==> config.mk <==
export PLATFORM = sky130hd
export DESIGN_NAME = ascii_a_bin
export DESIGN_NICKNAME = d
export VERILOG_FILES = /design/src/rtl/binbcd_pkg.sv /design/src/rtl/ajuste_bcd_inv.sv /design/src/rtl/ascii_a_bin.sv
export SDC_FILE = /design/constraint.sdc
export NUM_CORES = 1
export LEC_CHECK = 0
export BUFFER_PORTS_ARGS = -buffer_cell sky130_fd_sc_hd__buf_4
export CAP_MARGIN = 30
export CORE_MARGIN = 4
export CORE_UTILIZATION = 45
export CTS_CLUSTER_DIAMETER = 100
export DETAILED_ROUTE_END_ITERATION = 6
export GPL_TIMING_DRIVEN = 0
export PLACE_DENSITY = 0.61
export SETUP_SLACK_MARGIN = 0.3
export SLEW_MARGIN = 20
export SYNTH_ARGS = -nofsm -noshare
export SYNTH_HDL_FRONTEND = slang
export SYNTH_SLANG_ARGS = --single-unit
==> constraint.sdc <==
create_clock -name clk -period 3.4 [get_ports clk]
set_clock_uncertainty 0.2 [all_clocks]
set_input_delay 0.17 -clock clk [delete_from_list [all_inputs] [get_ports clk]]
set_output_delay 0.17 -clock clk [all_outputs]
set_load 0.01 [all_outputs]
==> src/rtl/binbcd_pkg.sv <==
// rtl/binbcd_pkg.sv - shared constants and FSM encoding for the ASCII/BCD/binary number paths
package binbcd_pkg;

    localparam logic [7:0] ASCII_CERO  = 8'h30;
    localparam logic [7:0] ASCII_NUEVE = 8'h39;
    localparam logic [7:0] TERM_DEF    = 8'h23;
    localparam int         MAX_VAL_DEF = 8191;
    localparam int         BCD_DIGITOS = 4;

    typedef enum logic [1:0] {
        CAPTURA   = 2'd0,
        CONVIERTE = 2'd1,
        RESULTADO = 2'd2
    } estado_t;

    function automatic logic es_digito(input logic [7:0] c);
        return (c >= ASCII_CERO) && (c <= ASCII_NUEVE);
    endfunction

endpackage

==> src/rtl/ajuste_bcd_inv.sv <==
// rtl/ajuste_bcd_inv.sv - one inverse double-dabble step on a {bcd[31:16], bin[15:0]} register
module ajuste_bcd_inv
    import binbcd_pkg::*;
(
    input  logic [31:0] dato_i,
    output logic [31:0] dato_o
);

    // After the right shift a BCD nibble >= 8 carries a borrowed 10 that must become 5.
    always_comb begin
        dato_o = {1'b0, dato_i[31:1]};
        for (int i = 0; i < BCD_DIGITOS; i++) begin
            if (dato_o[16 + 4*i +: 4] >= 4'd8) begin
                dato_o[16 + 4*i +: 4] = dato_o[16 + 4*i +: 4] - 4'd3;
            end
        end
    end

endmodule

==> src/rtl/ascii_a_bin.sv <==
// rtl/ascii_a_bin.sv - collects ASCII decimal digits up to a terminator and converts them to binary
module ascii_a_bin
    import binbcd_pkg::*;
#(
    parameter logic [7:0] TERM    = TERM_DEF,
    parameter int         MAX_DIG = 4,
    parameter int         MAX_VAL = MAX_VAL_DEF
) (
    input  logic        clk,
    input  logic        rst,
    input  logic [7:0]  char_in,
    input  logic        char_valid,
    output logic        ready,
    output logic [12:0] numero,
    output logic        numero_valid,
    output logic        error
);

    localparam int             CW      = $clog2(MAX_DIG + 1);
    localparam logic [CW-1:0]  CNT_MAX = CW'(MAX_DIG);
    localparam logic [CW-1:0]  CNT_UNO = CW'(1);
    localparam logic [15:0]    LIMITE  = 16'(MAX_VAL);

    estado_t        estado_q, estado_d;
    logic [15:0]    bcd_q, bcd_d;
    logic [CW-1:0]  cnt_q, cnt_d;
    logic           poison_q, poison_d;
    logic           rechazo_q, rechazo_d;
    logic [31:0]    shreg_q, shreg_d;
    logic [3:0]     iter_q, iter_d;
    logic [12:0]    numero_q, numero_d;
    logic           nvalid_q, nvalid_d;
    logic           error_q, error_d;
    logic [31:0]    ajustado;

    ajuste_bcd_inv u_ajuste (
        .dato_i (shreg_q),
        .dato_o (ajustado)
    );

    always_comb begin
        estado_d  = estado_q;
        bcd_d     = bcd_q;
        cnt_d     = cnt_q;
        poison_d  = poison_q;
        rechazo_d = rechazo_q;
        shreg_d   = shreg_q;
        iter_d    = iter_q;
        numero_d  = numero_q;
        nvalid_d  = 1'b0;
        error_d   = 1'b0;

        case (estado_q)
            CAPTURA: begin
                if (char_valid) begin
                    if (char_in == TERM) begin
                        if (poison_q || (cnt_q == '0)) begin
                            rechazo_d = 1'b1;
                            estado_d  = RESULTADO;
                        end else begin
                            rechazo_d = 1'b0;
                            shreg_d   = {bcd_q, 16'h0000};
                            iter_d    = 4'd0;
                            estado_d  = CONVIERTE;
                        end
                    end else if (es_digito(char_in) && (cnt_q < CNT_MAX)) begin
                        // For '0'..'9' the low nibble already equals char_in - '0'.
                        bcd_d = {bcd_q[11:0], char_in[3:0]};
                        cnt_d = cnt_q + CNT_UNO;
                    end else begin
                        poison_d = 1'b1;
                    end
                end
            end
            CONVIERTE: begin
                shreg_d = ajustado;
                iter_d  = iter_q + 4'd1;
                if (iter_q == 4'd15) begin
                    estado_d = RESULTADO;
                end
            end
            RESULTADO: begin
                if (rechazo_q || (shreg_q[15:0] > LIMITE)) begin
                    error_d = 1'b1;
                end else begin
                    numero_d = shreg_q[12:0];
                    nvalid_d = 1'b1;
                end
                bcd_d     = '0;
                cnt_d     = '0;
                poison_d  = 1'b0;
                rechazo_d = 1'b0;
                estado_d  = CAPTURA;
            end
            default: begin
                estado_d = CAPTURA;
            end
        endcase
    end

    always_ff @(posedge clk) begin
        if (rst) begin
            estado_q  <= CAPTURA;
            bcd_q     <= '0;
            cnt_q     <= '0;
            poison_q  <= 1'b0;
            rechazo_q <= 1'b0;
            shreg_q   <= '0;
            iter_q    <= '0;
            numero_q  <= '0;
            nvalid_q  <= 1'b0;
            error_q   <= 1'b0;
        end else begin
            estado_q  <= estado_d;
            bcd_q     <= bcd_d;
            cnt_q     <= cnt_d;
            poison_q  <= poison_d;
            rechazo_q <= rechazo_d;
            shreg_q   <= shreg_d;
            iter_q    <= iter_d;
            numero_q  <= numero_d;
            nvalid_q  <= nvalid_d;
            error_q   <= error_d;
        end
    end

    assign ready        = (estado_q == CAPTURA);
    assign numero       = numero_q;
    assign numero_valid = nvalid_q;
    assign error        = error_q;

endmodule
Yosys cells after proc, flatten, opt, wreduce, memory -nomap -nowiden --
Index checks and enable logic that the tools add are counted.
Word-level totals: flip-flop bits (word level) 74, latch bits 0, RAM bits 0, bits in read-only memories 0, logic and storage cells 84, memories 0
Operators by class: add/subtract/negate cells 5, multiply operators 0, divide/modulo/power cells 0, magnitude comparators 7, equality and inequality tests 11, shift-type cells 0, mux-type cells 34, bitwise operators 2, reduce and logical (&&, ||, !) cells 15
Operator list (count):
- $mux 32 | 3
- $pmux 32 s2 | 1
- $mux 16 | 3
- $pmux 16 s2 | 1
- $mux 4 | 6
- $gt 16x13->1 const B | 1
- $ge 4x4->1 const B | 3
- $reduce_and 4->1 | 3
- $sub 4x2->4 const B | 3
- $ne 2x2->1 const B | 5
- $mux 3 | 3
- $eq 8x6->1 const B | 1
- $ge 8x6->1 const B | 1
- $le 8x6->1 const B | 1
- $mux 1 | 8
- $mux 2 | 4
- $pmux 4 s2 | 1
- $pmux 3 s2 | 1
- $reduce_and 3->1 | 2
- $add 4x1->4 const B | 1
- $eq 4x4->1 const B | 1
- $ne 2x1->1 const B | 2
- $pmux 1 s2 | 2
- $pmux 2 s2 | 1
- other kinds (12) | 16

Depth between registers and ports, before layout --
depth after elaboration 7, mapped depth 8

By module --
Synthesis repeated with hierarchy kept, for this count alone.
Unflattened totals: cells, all modules 335, area, all modules 3478.3 µm²
By module, submodules not included:
- ascii_a_bin | times used 1, cells an instance 281, area each 3095.5 µm²
- ajuste_bcd_inv | times used 1, cells an instance 54, area each 382.9 µm²

Worst setup path before layout --
OpenSTA, ideal clock, no wires.
path kind reg2reg, from reg cnt_q[0], to reg shreg_q[23], arrival time 1.516 ns, path slack 1.593 ns, stages on the path, launching flop included 9, cells stage by stage dfxtp_1 -> inv_1 -> ha_1 -> nor2b_1 -> nor4b_2 -> a31o_2 -> buf_6 -> a21oi_1 -> a311oi_1
Between the ends: word-level cells in the longest chain between the ends 4
Ends and longest elaborated chain:
- start: declaration | RTL line ascii_a_bin.sv:26 | logic [CW-1:0] cnt_q, cnt_d;
- start signal: assignment | RTL line ascii_a_bin.sv:116 | cnt_q <= cnt_d;
- $logic_not 3->1 | RTL line ascii_a_bin.sv:57 | if (poison_q || (cnt_q == '0)) begin
- $logic_or 1x1->1 | RTL line ascii_a_bin.sv:57
- $ne 2x2->1 (no source line)
- $reduce_and 4->1 (no source line)
- end signal: assignment | RTL line ascii_a_bin.sv:119 | shreg_q <= shreg_d;
- end: declaration | RTL line ascii_a_bin.sv:29 | logic [31:0] shreg_q, shreg_d;
Every way passes these cells. A chain may end at the register's enable or synchronous reset.

Worst setup path after layout --
from in char_in[2], to reg poison_q
Between the ends: word-level cells in the longest chain between the ends 5, elaborated cells between the ends (all ways) 8, classes of those cells order compare: 2; eq/ne: 3; reduce/logical: 3
Ends and longest elaborated chain:
- start: declaration | RTL line ascii_a_bin.sv:11 | input logic [7:0] char_in,
- $ge 8x6->1 or $le 8x6->1 (tied branches) | RTL line binbcd_pkg.sv:17 | return (c >= ASCII_CERO) && (c <= ASCII_NUEVE);
- $logic_and 1x1->1 | RTL line binbcd_pkg.sv:17
- $logic_and 1x1->1 | RTL line ascii_a_bin.sv:66 | end else if (es_digito(char_in) && (cnt_q < CNT_MAX)) begin
- $ne 2x2->1 (no source line)
- $reduce_and 4->1 (no source line) *
- end signal: assignment | RTL line ascii_a_bin.sv:117 | poison_q <= poison_d;
- end: declaration | RTL line ascii_a_bin.sv:27 | logic poison_q, poison_d;
Every way passes the cells marked *; elsewhere a longest branch is shown, timed or not.

==> metrics.txt <==
max-cap violations=0; worst vdd ir=0.257 mV; Routed wire per std cell=14.8 um; Total Neg Setup Slack=0 ps; Unique masters post-synth=40; vias in the first global route=between 2k and 2.5k; critical path class=in -> reg; #FFs+latches synth=74; startpoint type of the worst setup path=primary input; Cells after Synth=339; leakage=about 0.0014 uW; final core utilization=56.6%; Clk Tree Root Cell=clkbuf_8; DP Wirelength=4760 um; Core Area=about 6500 um^2; Worst-Margin Slew=534 ps; gr usage total=17.5%; slowest CP cell=dlygate4sd3_1; Antenna Cells=0; antenna violations before repair=0; placed cells=441; final wirelength=6860 um; Max-slew headroom=64.4%; CP Data Required Time=3430 ps; status=complete, no violations; Starting Density=47.5%; Final period util=between 70 and 80%; first-pass GRT wire length=between 10000 and 15000 um; die area=8280 um^2; Max Freq=0.379 GHz; Layout area overhead=19.1%; Mean Syn Cell Area=between 9 and 10 um^2; Critical Path, Cell by Cell=dlygate4sd3_1, buf_4, nor3b_1, a32oi_1, or4b_1, a31oi_1, dlygate4sd3_1, nor2_1; WP data arrival=~2700 ps; Die W=91.0 um; vias per cell=5.27; Rows=29; top-area cell type share of the netlist area=47.8%; Worst Hold Class=in -> reg; Critical Path End Type=register; post-cts resize count=0; Ports=27; Ys Warns=0; syn_nets=359; post-synthesis cell area=3100 um^2; clock sinks=74; PortBufs=25; Initial DRT Pass Iterations=4; CTS tree=built; RSZ-0062 raised after global routing=false; final setup vio count=0; largest net degree at the start of global routing=15; Slowest Stage Delay on Critical Path=580 ps; CTS buffer count=9; via count=2441; htree depth=3; critical path peak fanout=4; layout cell share with drive strength beyond 1=14.5%; worst skew pair latency=350 ps; clk slew on worst S/H paths=80 ps; count of pins over their slew limit=0; Final ANT Viol Nets=0; Synth area leader=dfxtp_1; die height=around 90 um; Non-Filler Instances=between 400 and 500; nets@finish=401; total power draw=1760 uW; Final min period=2640 ps; Worst Setup Slack, final=around 760 ps; gr ovfl total=0; clock tree buffer depth=2; final hold viol count=0; CP dominant cell by count=dlygate4sd3_1; Initial DRC Count=95; Synth area leaders=dfxtp_1, mux2i_1, nor2_1, a22oi_1, nand2_1; pre-CTS setup slack=1290 ps; Seq/Total Area, Yosys=47.8%; routability cong.=just under 0.8; Cell Pwr Density=477 nW/um^2; DRC viols=0
## final cells by class
| cell class | instances | area (um^2) |
|---|---|---|
| fill | 619 | 2840 |
| sequential | 74 | 1480 |
| multi-input combinational | 232 | 1470 |
| timing repair buffer | 31 | 248 |
| clock inverter | 7 | 125 |
| clock buffer | 9 | 124 |
| buffer | 23 | 114 |
| tap | 77 | 96.3 |
| inverter | 10 | 37.5 |
## sequential cells by signal, summed over array words and instances, names as in the netlist
signal        flops
cnt_q             3
bcd_q            16
iter_q            4
poison_q          1
rechazo_q         1
error             1
estado_q          2
numero_valid      1
shreg_q          32
numero           13
## cells in the final DEF, fill, tap and decap left out, drive strengths merged, types with 6 or more instances in the layout
cell type and instances:
nor2 61, inv 12, a21oi 17, nand2 31
nor2b 6, a311oi 6, dlygate4sd3 6, dfxtp 74
a22oi 17, xnor2 6, o211ai 12, clkbuf 21
ha 9, o21ai 7, mux2i 30, buf 36
## power by group
| part | internal, uW | switching, uW |
|---|---|---|
| registers | 867 | 1.25 |
| clock network | 495 | 351 |
| logic | 19.5 | 26.3 |
| total | 1380 | 379 |
## synth_stat cells (all sizes together)
library cell	count
inv	10
xnor2	6
nand4	2
o21ai	7
nor3b	2
a211oi	1
nand3	3
ha	9
a21boi	2
a22oi	17
a32oi	3
nor2b	6
dfxtp	74
and3	1
mux2i	30
nand3b	1
clkbuf	12
o21a	1
a31oi	3
a21oi	17
or2	1
nand2	31
a31o	1
nor3	2
nor2	61
o211ai	12
or3	1
nor4b	1
buf	11
nor4	1
a311oi	6
nand2b	2
and4bb	1
or4b	1
## cell families after synthesis
logic type	count (synthesis)	synth area share, %
mux	30	9.69
xor+xnor	6	1.69
compound gates	70	15.3
flops	74	47.8
simple gates	117	17.0
buf+inv	33	4.88
fa+ha+maj	9	3.63
## repair_timing
item                      in CTS  in global routing
buffers inserted               0                  0
hold buffers                   6                  0
hold endpoints to repair       5                  0
## worst paths after layout
path                       to   startpoint  depth (start not counted)  slack (ps)
hold reg to reg   shreg_q[16]  shreg_q[16]                          2         270
setup reg to reg    iter_q[2]  estado_q[1]                          6        1280
hold / removal    shreg_q[19]          rst                          2         150
setup / recovery     poison_q   char_in[2]                          8         760
## worst max-delay path, delay by kind of cell
kind | cells | cell delay (ps)
buf+inv | 3 | 1260
simple gates | 3 | 970
compound gates | 2 | 280
## routing by layer
layer	up-vias	routed length (um)	share of wire, %	global-route usage, %
met5	-	0	0	0
met4	0	112	1.6	7.79
met3	11	174	2.5	3.22
met2	28	3030	44	27.2
met1	1143	3530	52	23.8
li1	1259	-	-	-
## through the flow
stage	cell area [um^2]	hold slack (ps)
after floorplan	3100	117
after global placement	3380	214
after detailed placement	3380	228
after CTS	3690	142
after global routing	3690	172
final	3690	146
Power figures use the tool's default switching activity.
